File: config.mk
export PLATFORM = sky130hd
export DESIGN_NAME = wb_regfile
export DESIGN_NICKNAME = d
export VERILOG_FILES = /design/src/rtl/wb_regfile_pkg.sv /design/src/rtl/wb_regfile_array.sv /design/src/rtl/wb_regfile.sv
export SDC_FILE = /design/constraint.sdc
export NUM_CORES = 2
export LEC_CHECK = 0
export ABC_CLOCK_PERIOD_IN_PS = 59600
export CAP_MARGIN = 20
export CORE_MARGIN = 4
export CORE_UTILIZATION = 59
export DETAILED_ROUTE_END_ITERATION = 12
export HOLD_SLACK_MARGIN = 0.03
export PLACE_DENSITY = 0.76
export SYNTH_ARGS = -nofsm -noshare
export SYNTH_HDL_FRONTEND = slang
export SYNTH_HIERARCHICAL = 1
export SYNTH_SLANG_ARGS = --single-unit
File: constraint.sdc
create_clock -name clock_in -period 59.6 [get_ports clock_in]
set_clock_uncertainty 0.2 [all_clocks]
set_input_delay 11.92 -clock clock_in [delete_from_list [all_inputs] [get_ports clock_in]]
set_output_delay 11.92 -clock clock_in [all_outputs]
set_load 0.03 [all_outputs]
File: src/rtl/wb_regfile_pkg.sv
// Shared constants for the writeback stage / register file slice.
// Holds default widths and depth, the hard-wired zero register number,
// and the reset value used for storage and staging data.
package wb_regfile_pkg;

  localparam int DEF_DATA_WIDTH = 32;
  localparam int DEF_ADDR_WIDTH = 5;
  localparam int DEF_NUM_REGS   = 32;

  localparam logic [4:0]  REG_ZERO   = 5'd0;
  localparam logic [31:0] RESET_DATA = 32'd0;

endpackage

File: src/rtl/wb_regfile_array.sv
// regfile_array: NUM_REGS x DATA_WIDTH register storage.
// Ports:
//   clk, rst          - rising-edge clock, asynchronous active-high clear
//   we, waddr, wdata  - single synchronous write port
//   raddr_a/raddr_b   - combinational raw read addresses
//   rdata_a/rdata_b   - raw array contents (no forwarding, no zero masking)
module regfile_array
  import wb_regfile_pkg::*;
#(
  parameter int DATA_WIDTH = DEF_DATA_WIDTH,
  parameter int ADDR_WIDTH = DEF_ADDR_WIDTH,
  parameter int NUM_REGS   = DEF_NUM_REGS
) (
  input  logic                  clk,
  input  logic                  rst,
  input  logic                  we,
  input  logic [ADDR_WIDTH-1:0] waddr,
  input  logic [DATA_WIDTH-1:0] wdata,
  input  logic [ADDR_WIDTH-1:0] raddr_a,
  input  logic [ADDR_WIDTH-1:0] raddr_b,
  output logic [DATA_WIDTH-1:0] rdata_a,
  output logic [DATA_WIDTH-1:0] rdata_b
);

  logic [DATA_WIDTH-1:0] regs_q [NUM_REGS];

  always_ff @(posedge clk or posedge rst) begin
    if (rst) begin
      for (int i = 0; i < NUM_REGS; i++) begin
        regs_q[i] <= DATA_WIDTH'(RESET_DATA);
      end
    end else if (we) begin
      regs_q[waddr] <= wdata;
    end
  end

  assign rdata_a = regs_q[raddr_a];
  assign rdata_b = regs_q[raddr_b];

endmodule

File: src/rtl/wb_regfile.sv
// wb_regfile: writeback stage plus register file.
// A write (dest_in/data_in qualified by reg_write_in) is staged for one
// cycle, then committed into the array. Two combinational read ports
// forward from the staged write; register 0 always reads zero.
// Ports:
//   clock_in, reset_in            - clock, asynchronous active-high reset
//   dest_in, data_in, reg_write_in - incoming writeback request
//   stall_in, flush_in            - hold staging / drop incoming write
//   read_addr_a_in/_b_in          - read addresses from decode
//   read_data_a_out/_b_out        - read data (forwarded or from array)
//   pending_out, pending_addr_out - staged write not yet in the array
module wb_regfile
  import wb_regfile_pkg::*;
#(
  parameter int DATA_WIDTH = DEF_DATA_WIDTH,
  parameter int ADDR_WIDTH = DEF_ADDR_WIDTH,
  parameter int NUM_REGS   = DEF_NUM_REGS
) (
  input  logic                  clock_in,
  input  logic                  reset_in,
  input  logic [ADDR_WIDTH-1:0] dest_in,
  input  logic [DATA_WIDTH-1:0] data_in,
  input  logic                  reg_write_in,
  input  logic                  stall_in,
  input  logic                  flush_in,
  input  logic [ADDR_WIDTH-1:0] read_addr_a_in,
  input  logic [ADDR_WIDTH-1:0] read_addr_b_in,
  output logic [DATA_WIDTH-1:0] read_data_a_out,
  output logic [DATA_WIDTH-1:0] read_data_b_out,
  output logic                  pending_out,
  output logic [ADDR_WIDTH-1:0] pending_addr_out
);

  localparam logic [ADDR_WIDTH-1:0] ZERO_ADDR = ADDR_WIDTH'(REG_ZERO);
  localparam logic [DATA_WIDTH-1:0] ZERO_DATA = DATA_WIDTH'(RESET_DATA);

  logic                  s_valid_d, s_valid_q;
  logic [ADDR_WIDTH-1:0] s_addr_d,  s_addr_q;
  logic [DATA_WIDTH-1:0] s_data_d,  s_data_q;
  logic [DATA_WIDTH-1:0] raw_a, raw_b;

  // Zero register: port reads 0. Staged hit: forward staged data.
  function automatic logic [DATA_WIDTH-1:0] read_port(
    input logic [ADDR_WIDTH-1:0] addr,
    input logic [DATA_WIDTH-1:0] raw,
    input logic                  valid,
    input logic [ADDR_WIDTH-1:0] st_addr,
    input logic [DATA_WIDTH-1:0] st_data
  );
    if (addr == ZERO_ADDR)              return ZERO_DATA;
    else if (valid && st_addr == addr)  return st_data;
    else                                return raw;
  endfunction

  // Staging update: flush beats stall; writes to reg 0 never stage.
  always_comb begin
    s_valid_d = s_valid_q;
    s_addr_d  = s_addr_q;
    s_data_d  = s_data_q;
    if (flush_in) begin
      s_valid_d = 1'b0;
    end else if (!stall_in) begin
      s_valid_d = reg_write_in && (dest_in != ZERO_ADDR);
      s_addr_d  = dest_in;
      s_data_d  = data_in;
    end
  end

  always_ff @(posedge clock_in or posedge reset_in) begin
    if (reset_in) begin
      s_valid_q <= 1'b0;
      s_addr_q  <= ZERO_ADDR;
      s_data_q  <= ZERO_DATA;
    end else begin
      s_valid_q <= s_valid_d;
      s_addr_q  <= s_addr_d;
      s_data_q  <= s_data_d;
    end
  end

  // Commit is driven straight from the staging register, so it still
  // happens on stalled or flushed edges (re-committing the same value).
  regfile_array #(
    .DATA_WIDTH (DATA_WIDTH),
    .ADDR_WIDTH (ADDR_WIDTH),
    .NUM_REGS   (NUM_REGS)
  ) u_array (
    .clk     (clock_in),
    .rst     (reset_in),
    .we      (s_valid_q),
    .waddr   (s_addr_q),
    .wdata   (s_data_q),
    .raddr_a (read_addr_a_in),
    .raddr_b (read_addr_b_in),
    .rdata_a (raw_a),
    .rdata_b (raw_b)
  );

  assign read_data_a_out  = read_port(read_addr_a_in, raw_a, s_valid_q, s_addr_q, s_data_q);
  assign read_data_b_out  = read_port(read_addr_b_in, raw_b, s_valid_q, s_addr_q, s_data_q);
  assign pending_out      = s_valid_q;
  assign pending_addr_out = s_addr_q;

endmodule
==> metrics.txt <==
Final Slew Violations=0; Period minus WS final=29890 ps; Worst Hold Class=reg -> reg; slowest cell on the critical path=buf_4; I/O pins=122; DRT Wirelength=190 mm; total CTS buffers=110; DRT Pass-1 Iters=6; Die Y-Extent=324 µm; Final Hold Viols=0; Reg clk slew, reported paths=60 ps; Syn Inst Count=4937; Post-DP HPWL=99.1 mm; status=finished, final reports clean; startpoint types=primary input; Critical Path Max Stage Delay=920 ps; RSZ-0062 raised after global routing=false; WL/cell=30.7 µm; Synth async-reset ratio=100%; dpl cell area=60200 µm²; worst vdd ir=0.0259 mV; Final Util=64.9%; Setup CP Type=in -> out; vias in the first global route=43300; fill count=7559; Die X=324 µm; Syn-to-layout area delta=8.70%; share of cells above drive strength 1=28.1%; root buffer cell=clkbuf_16; CTS Hold Bufs=0; WP data required=47480 ps; FF+latch count, synth=1062; Main synth FF type=dfrtp_1; largest net degree at the start of global routing=175; routability cong.=0.848; port bufs=121; fin crit share=50.1%; Vias/cell=7.00; DRC violations left=0; critical path peak fanout=96; Bufs on Longest Clock Path=3; initial antenna violation count=1; most frequent cells in the layout=dfrtp_1, mux2_2, mux2i_1, nand2_1, nand3_1; Slew headroom=19.5%; Nets=4848; DR iter-0 viols=5238; grt total ovfl=0; vias=43300; top cell type's share of synthesized area=45.1%; r2r worst-path depth=4; CP arrival=17770 ps; Initial Utilization=59.7%; synthesized area=59000 µm²; htree depth=3; critical-path cell list=buf_8 > buf_4 > buf_4 > buf_4 > mux2i_1 > a22o_1 > nor3_1 > a31oi_1 > nand3_1 > nand2_1 > o21ai_0 > clkdlybuf4s50_1; CTS resizes=0; maximum clock frequency=0.0335 GHz; Power Density=33.5 nW/µm²; clk_lat worst skew=710 ps; commonest non-fill, non-tap cell in the layout=dfrtp_1; Max Cap Viol=0; Synth Net Count=4989; sequential element share of the synthesized area=45.1%; die area=105000 µm²; Final Setup Violations=0; critical path's most frequent cell=buf_4; number of enable flip-flop cells after synthesis=0; Worst Hold Depth=1; post-CTS setup repair buffer count=0; first-pass GRT wire length=279 mm; std cell rows=115; top post-synthesis cells by area=dfrtp_1, mux2_2, mux2i_1; syn_area_per_cell=11.9 µm²; CTS tree=yes; measured slew at the worst slew-check pin=1210 ps; global-route usage over all layers=35.6%; leading area contributor after synthesis=dfrtp_1; setup TNS=0 ps; Post-DRT Antenna Nets=0; CP Capture Type=primary output; Pleak=31.2 nW; Syn. warnings=6; Final Cell Area=64100 µm²; clock sink count=1062; Netlist cell types=38; Core Box Area=98700 µm²
[area by class of cell]
type                    instances  area, µm²  area share, %
diodes                          5       12.5         0.0195
clock buffers                 173       3410           5.33
clock inverters                31        323          0.504
inverters                       3       18.8         0.0293
multi-input cells            3393      29900           46.7
flip-flops and latches       1062      26600           41.5
well taps                    1287       1610           2.51
repair buffers                226       2200           3.44
[worst max-delay path, delay by kind of cell]
family | cells | cell delay (ps)
buffers and inverters | 5 | 3940
AO/OA/AOI/OAI | 3 | 1130
AND/OR/NAND/NOR | 3 | 400
multiplexers | 1 | 160
[power breakdown]
part,switching [W],internal (W)
Clock,0.000291,0.000417
Combinational,0.000227,0.000226
Sequential,0.000123,0.000864
[state kept, by name, summed over array words and instances, names as in the netlist]
| name | count |
|---|---|
| pending_addr_out | 5 |
| s_data_q | 32 |
| pending_out | 1 |
| u_array/regs_q | 1024 |
[worst paths after layout]
check	endpoint	startpoint	slack, ps
max	read_data_b_out[10]	read_addr_b_in[1]	29710
min	u_array/regs_q[374]	u_array/regs_q[374]	310
max reg2reg	u_array/regs_q[222]	pending_addr_out[2]	55990
min reg2reg	u_array/regs_q[374]	u_array/regs_q[374]	310
max in group asynchronous	u_array/regs_q[670]	reset_in	44030
min in group asynchronous	u_array/regs_q[283]	reset_in	11570
[metrics by stage]
stage / instances / hold WS, ps / setup slack [ps] / power [W]
final: 6180 / 308 / 29710 / 0.00215
after global routing: 6175 / 328 / 29650 / 0.00224
after CTS: 6168 / 312 / 29960 / 0.00214
after detailed placement: 5964 / 298 / 29950 / 0.00143
after global placement: 5963 / 289 / 29910 / 0.00141
after floorplan: 4937 / 279 / 18660 / 0.00130
[logic make-up after synthesis]
group / share of synthesized area, %
simple gates: 5.45
buf+inv: 4.45
mux: 37.7
xor+xnor: 0.149
compound gates: 7.22
flops: 45.1
[routing by layer]
| layer | up-vias | global-route usage (%) | part of all wire, % |
|---|---|---|---|
| met2 | 2503 | 55.1 | 45 |
| met4 | 2 | 18.3 | 5.8 |
| met3 | 656 | 9.57 | 10 |
| li1 | 18000 | - | - |
| met1 | 22200 | 46.3 | 39 |
| met5 | - | 0 | 0.0068 |
[cell usage after synthesis, types with 67 or more instances]
library cell and n:
a21oi_1 193, a22o_1 128, a22oi_1 192, buf_2 118, buf_4 67, clkbuf_1 214, dfrtp_1 1062, mux2_2 1024
mux2i_1 1024, nand2_1 278, nand3_1 194, nor3_1 67
Power figures use the tool's default switching activity.
